$ cat config.mk
export PLATFORM = sky130hd
export DESIGN_NAME = mem_req_arbiter
export DESIGN_NICKNAME = d
export VERILOG_FILES = /design/src/rtl/mem_req_arbiter.sv
export SDC_FILE = /design/constraint.sdc
export NUM_CORES = 1
export LEC_CHECK = 0
export CORE_MARGIN = 3
export CORE_UTILIZATION = 25
export CTS_CLUSTER_SIZE = 40
export DETAILED_ROUTE_END_ITERATION = 16
export GPL_TIMING_DRIVEN = 1
export PLACE_DENSITY = 0.69
export SYNTH_ARGS = -nofsm -noshare
export SYNTH_HDL_FRONTEND = slang
export SYNTH_SLANG_ARGS = --single-unit
$ cat constraint.sdc
create_clock -name wb_clk_i -period 3.5 [get_ports wb_clk_i]
set_input_delay 0.7 -clock wb_clk_i [delete_from_list [all_inputs] [get_ports wb_clk_i]]
set_output_delay 0.7 -clock wb_clk_i [all_outputs]
set_load 0.02 [all_outputs]
$ cat src/rtl/mem_req_arbiter.sv
// Round-robin arbiter merging CPU and DMA requests into a single BRAM command port.
// Read returns are steered back to their requester through an in-order tag FIFO.
module mem_req_arbiter #(
  parameter int ADDR_W    = 13,
  parameter int DATA_W    = 32,
  parameter int TAG_DEPTH = 4
) (
  input  logic              wb_clk_i,
  input  logic              wb_rst_i,
  input  logic              cpu_req_valid,
  input  logic              cpu_req_we,
  input  logic [ADDR_W-1:0] cpu_req_addr,
  input  logic [DATA_W-1:0] cpu_req_wdata,
  output logic              cpu_req_ready,
  output logic              cpu_rsp_valid,
  output logic [DATA_W-1:0] cpu_rsp_data,
  input  logic              dma_r_ready,
  input  logic [ADDR_W-1:0] dma_r_addr,
  output logic              dma_r_ack,
  output logic              dma_rsp_valid,
  output logic [DATA_W-1:0] dma_rsp_data,
  input  logic              dma_w_valid,
  input  logic [ADDR_W-1:0] dma_w_addr,
  input  logic [DATA_W-1:0] dma_w_data,
  output logic              dma_w_ack,
  output logic              bram_in_valid,
  output logic              bram_wr,
  output logic [ADDR_W-1:0] bram_addr,
  output logic [DATA_W-1:0] bram_data_in,
  input  logic              bram_do_valid,
  input  logic [DATA_W-1:0] bram_do,
  output logic              rsp_err
);

  localparam int PTR_W = $clog2(TAG_DEPTH);
  localparam int CNT_W = PTR_W + 1;
  localparam logic [CNT_W-1:0] FULL_CNT = CNT_W'(TAG_DEPTH);

  logic [1:0]           rr_ptr_r;
  logic [2:0]           eligible_s;
  logic [2:0]           grant_s;
  logic                 full_s;
  logic                 push_s;
  logic                 pop_s;
  logic                 orphan_s;
  logic                 head_tag_s;
  logic [PTR_W-1:0]     wr_ptr_r;
  logic [PTR_W-1:0]     rd_ptr_r;
  logic [CNT_W-1:0]     count_r;
  logic [TAG_DEPTH-1:0] tag_mem_r;
  logic                 bram_in_valid_r;
  logic                 bram_wr_r;
  logic [ADDR_W-1:0]    bram_addr_r;
  logic [DATA_W-1:0]    bram_data_r;
  logic                 rsp_err_r;

  // Full is taken from the registered count so a same-cycle pop never frees a slot early.
  assign full_s     = (count_r == FULL_CNT);
  assign eligible_s = {dma_w_valid,
                       dma_r_ready & ~full_s,
                       cpu_req_valid & (cpu_req_we | ~full_s)};

  // Round-robin search starting at rr_ptr; nothing is granted under reset.
  always_comb begin
    grant_s = 3'b000;
    if (wb_rst_i) begin
      grant_s = 3'b000;
    end else begin
      case (rr_ptr_r)
        2'd1: begin
          if (eligible_s[1])      grant_s = 3'b010;
          else if (eligible_s[2]) grant_s = 3'b100;
          else if (eligible_s[0]) grant_s = 3'b001;
          else                    grant_s = 3'b000;
        end
        2'd2: begin
          if (eligible_s[2])      grant_s = 3'b100;
          else if (eligible_s[0]) grant_s = 3'b001;
          else if (eligible_s[1]) grant_s = 3'b010;
          else                    grant_s = 3'b000;
        end
        default: begin
          if (eligible_s[0])      grant_s = 3'b001;
          else if (eligible_s[1]) grant_s = 3'b010;
          else if (eligible_s[2]) grant_s = 3'b100;
          else                    grant_s = 3'b000;
        end
      endcase
    end
  end

  // Round-robin pointer moves past the winner, holds on idle cycles.
  always_ff @(posedge wb_clk_i) begin
    if (wb_rst_i) begin
      rr_ptr_r <= 2'd0;
    end else begin
      case (grant_s)
        3'b001:  rr_ptr_r <= 2'd1;
        3'b010:  rr_ptr_r <= 2'd2;
        3'b100:  rr_ptr_r <= 2'd0;
        default: rr_ptr_r <= rr_ptr_r;
      endcase
    end
  end

  // Command register toward the BRAM controller; payload holds when idle.
  always_ff @(posedge wb_clk_i) begin
    if (wb_rst_i) begin
      bram_in_valid_r <= 1'b0;
      bram_wr_r       <= 1'b0;
      bram_addr_r     <= {ADDR_W{1'b0}};
      bram_data_r     <= {DATA_W{1'b0}};
    end else begin
      bram_in_valid_r <= |grant_s;
      if (grant_s[0]) begin
        bram_wr_r   <= cpu_req_we;
        bram_addr_r <= cpu_req_addr;
        bram_data_r <= cpu_req_wdata;
      end else if (grant_s[1]) begin
        bram_wr_r   <= 1'b0;
        bram_addr_r <= dma_r_addr;
      end else if (grant_s[2]) begin
        bram_wr_r   <= 1'b1;
        bram_addr_r <= dma_w_addr;
        bram_data_r <= dma_w_data;
      end
    end
  end

  assign push_s     = (grant_s[0] & ~cpu_req_we) | grant_s[1];
  assign pop_s      = bram_do_valid & (count_r != {CNT_W{1'b0}}) & ~wb_rst_i;
  assign orphan_s   = bram_do_valid & (count_r == {CNT_W{1'b0}}) & ~wb_rst_i;
  assign head_tag_s = tag_mem_r[rd_ptr_r];

  // Tag FIFO: tag 0 marks a CPU read, tag 1 a DMA read; pointers wrap naturally.
  always_ff @(posedge wb_clk_i) begin
    if (wb_rst_i) begin
      wr_ptr_r  <= {PTR_W{1'b0}};
      rd_ptr_r  <= {PTR_W{1'b0}};
      count_r   <= {CNT_W{1'b0}};
      tag_mem_r <= {TAG_DEPTH{1'b0}};
    end else begin
      if (push_s) begin
        tag_mem_r[wr_ptr_r] <= grant_s[1];
        wr_ptr_r            <= wr_ptr_r + PTR_W'(1);
      end
      if (pop_s) begin
        rd_ptr_r <= rd_ptr_r + PTR_W'(1);
      end
      case ({push_s, pop_s})
        2'b10:   count_r <= count_r + CNT_W'(1);
        2'b01:   count_r <= count_r - CNT_W'(1);
        default: count_r <= count_r;
      endcase
    end
  end

  // Sticky error for a read return with no outstanding tag.
  always_ff @(posedge wb_clk_i) begin
    if (wb_rst_i) begin
      rsp_err_r <= 1'b0;
    end else if (orphan_s) begin
      rsp_err_r <= 1'b1;
    end
  end

  assign cpu_req_ready = grant_s[0];
  assign dma_r_ack     = grant_s[1];
  assign dma_w_ack     = grant_s[2];
  assign cpu_rsp_valid = pop_s & ~head_tag_s;
  assign dma_rsp_valid = pop_s & head_tag_s;
  assign cpu_rsp_data  = bram_do;
  assign dma_rsp_data  = bram_do;
  assign bram_in_valid = bram_in_valid_r;
  assign bram_wr       = bram_wr_r;
  assign bram_addr     = bram_addr_r;
  assign bram_data_in  = bram_data_r;
  assign rsp_err       = rsp_err_r;

endmodule

==> run metrics <==
met3 WL post-DR=888 um; Slew headroom=52.4%; Clk pin slew, worst setup/hold paths=50 ps; Die W=132 um; Wirelength per Cell=16.0 um; endpoint class of the critical path=primary output; WP data arrival=2680 ps; layout cell share with drive strength beyond 1=15.7%; vias after detailed routing=3614; First DRT Iteration DRCs=109; Skew-Pair Late Insertion Delay=330 ps; Max Cap Viol=0; Final Routed Wirelength=12.1 mm; synth warn=0; Final Hold Viols=0; Setup WS pre-CTS=22.6 ps; Final Max Slew Viols=0; Final Cycle Share=96.6%; most frequent cells in the layout=clkdlybuf4s50_1, nor2_1, dfxtp_1; Worst Hold Class=reg -> reg; Final HPWL DP=8.74 mm; crit path max fanout=3; vias in the first global route=3689; Synth area leaders=dfxtp_1, buf_4, a2111oi_2; final setup TNS=0 ps; outcome=finished clean; Setup crit start kind=input pin; Die Y=132 um; pin count of the biggest net entering global routing=61; commonest non-fill, non-tap cell in the layout=clkdlybuf4s50_1; nets=694; placed cells=744; fin crit period=3380 ps; dominant cell type by area after synthesis=dfxtp_1; final core occ=36.7%; gr usage total=14.0%; floorplan row count=45; CP required=2800 ps; pwr dens=523 mW/mm2; met1 WL=5.22 mm; count of distinct cell types in the synthesized netlist=50; RSZ-0062 raised after global routing=no; synthesized net count=603; initial antenna violation count=0; WL met2=5.85 mm; Area Overhead vs Synth=42.3%; # IOs=259; CTS H-tree lvls=3; Core Box Area=0.0154 mm2; non-filler cells, final=759; Most used DFF post-synth=dfxtp_1; Final GP Congestion=0.789; EDFF count, synth=0; Mapped Area=0.00397 mm2; final setup margin=119 ps; post-detailed-route count of antenna-violating nets=0; setup bufs post-CTS=0; Synth top area share=30.8%; DR vias/cell=4.76; Mapped Cells=453; worst hold slack=478 ps; ANT cells=0; asr flop ratio synth=0%; Achievable Freq=296 MHz; Clock Tree Root=clkbuf_16; TritonRoute pass-1 iters=4; Seq/Total Area, Yosys=30.8%; first-pass GRT wire length=19.7 mm; Clock Sinks=61; register bit total from synthesis=61; Worst Skew=7.21 ps; initial core utilization=25.8%; worst-margin pin slew=714 ps; maximum VDD drop=295 uV; Die Area=0.0174 mm2; residual DRC count=0; Max Used Layer=met4; TritonCTS Buffers=9; grt total ovfl=0; WS Path Type=in -> out; Max clock buf depth=2; TritonCTS clock tree=yes; final setup violation count=0; syn_area_per_cell=8.75 um2; port bufs=162; leak pwr=1.97 nW
final cells by class:
class	instances	area (um2)
Clock inverter	4	47.5
Timing Repair Buffer	182	1780
Fill cell	1534	9730
Clock buffer	11	253
Inverter	13	51.3
Tap cell	211	264
Multi-Input combinational cell	277	2020
Sequential cell	61	1220
sequential cells by signal (all words and copies together), names as in the netlist:
name,flops
count_r,3
rd_ptr_r,2
bram_in_valid,1
bram_addr,13
wr_ptr_r,2
tag_mem_r,4
rr_ptr_r,2
bram_data_in,32
bram_wr,1
rsp_err,1
synth_stat cells, types with 2 or more instances:
| cell | count |
|---|---|
| ha_1 | 7 |
| o21ai_0 | 2 |
| a2111oi_2 | 31 |
| clkbuf_1 | 21 |
| inv_1 | 11 |
| nand4b_1 | 12 |
| nand4_1 | 2 |
| mux2i_1 | 12 |
| buf_6 | 6 |
| buf_2 | 8 |
| a21oi_1 | 11 |
| a211oi_2 | 5 |
| nor3_1 | 38 |
| nand2b_1 | 3 |
| and2_1 | 2 |
| buf_4 | 66 |
| xor2_1 | 3 |
| nand2_1 | 9 |
| a211oi_1 | 8 |
| a21bo_2 | 4 |
| o41ai_1 | 13 |
| nor2_1 | 89 |
| or3_1 | 2 |
| dfxtp_1 | 61 |
| nand3_1 | 2 |
kinds of logic (layout without fill, tap and decap cells):
kind of cell,Yosys count,after routing,synth area share [%]
AOI/OAI and AO/OA,88,88,24.0
and+or+nand+nor,164,164,19.4
buffers and inverters,115,210,18.6
muxes,13,13,3.60
xor gates and xnor gates,4,4,0.884
adders and majority gates,8,8,2.71
DFF,61,61,30.8
per-layer routing:
layer  vias up  track usage [%]
met5         -                0
met4         0             5.02
met3        19             5.08
met2       140             23.1
met1      1713             16.8
li1       1742                -
per-stage QoR:
stage	total power [mW]	area (um2)
after floorplan	1.69	3970
after global placement	2.05	5340
after detailed placement	2.08	5340
after CTS	3.00	5640
after global routing	3.12	5640
final	2.95	5640
report_power, final:
part	total, mW	switching [mW]	leakage (nW)	internal [mW]
combinational	1.15	0.593	1.32	0.555
sequential	0.904	0.0775	0.503	0.827
clock	0.899	0.316	0.147	0.583
critical path: stages:
cell,delay [ps]
clkdlybuf4s50_1,440
or4b_4,520
nand4_1,130
nand3_1,120
nor2_1,150
clkdlybuf4s50_1,630
path summary, 6_finish.rpt:
kind | startpoint | to | slack [ps] | cells after the start
min | rsp_err$_SDFFE_PP0P_ | rsp_err$_SDFFE_PP0P_ | 480 | 2
min reg2reg | rsp_err$_SDFFE_PP0P_ | rsp_err$_SDFFE_PP0P_ | 480 | 2
max | cpu_req_we | dma_w_ack | 120 | 6
max reg2reg | count_r[2]$_SDFFE_PP0P_ | count_r[2]$_SDFFE_PP0P_ | 620 | 11
what timing repair did:
action / CTS / global route
endpoints found under the setup margin: 0 / 1
gates resized for setup: 0 / 1
hold buffers: 0 / 0
(Power assumes the default switching activity.)
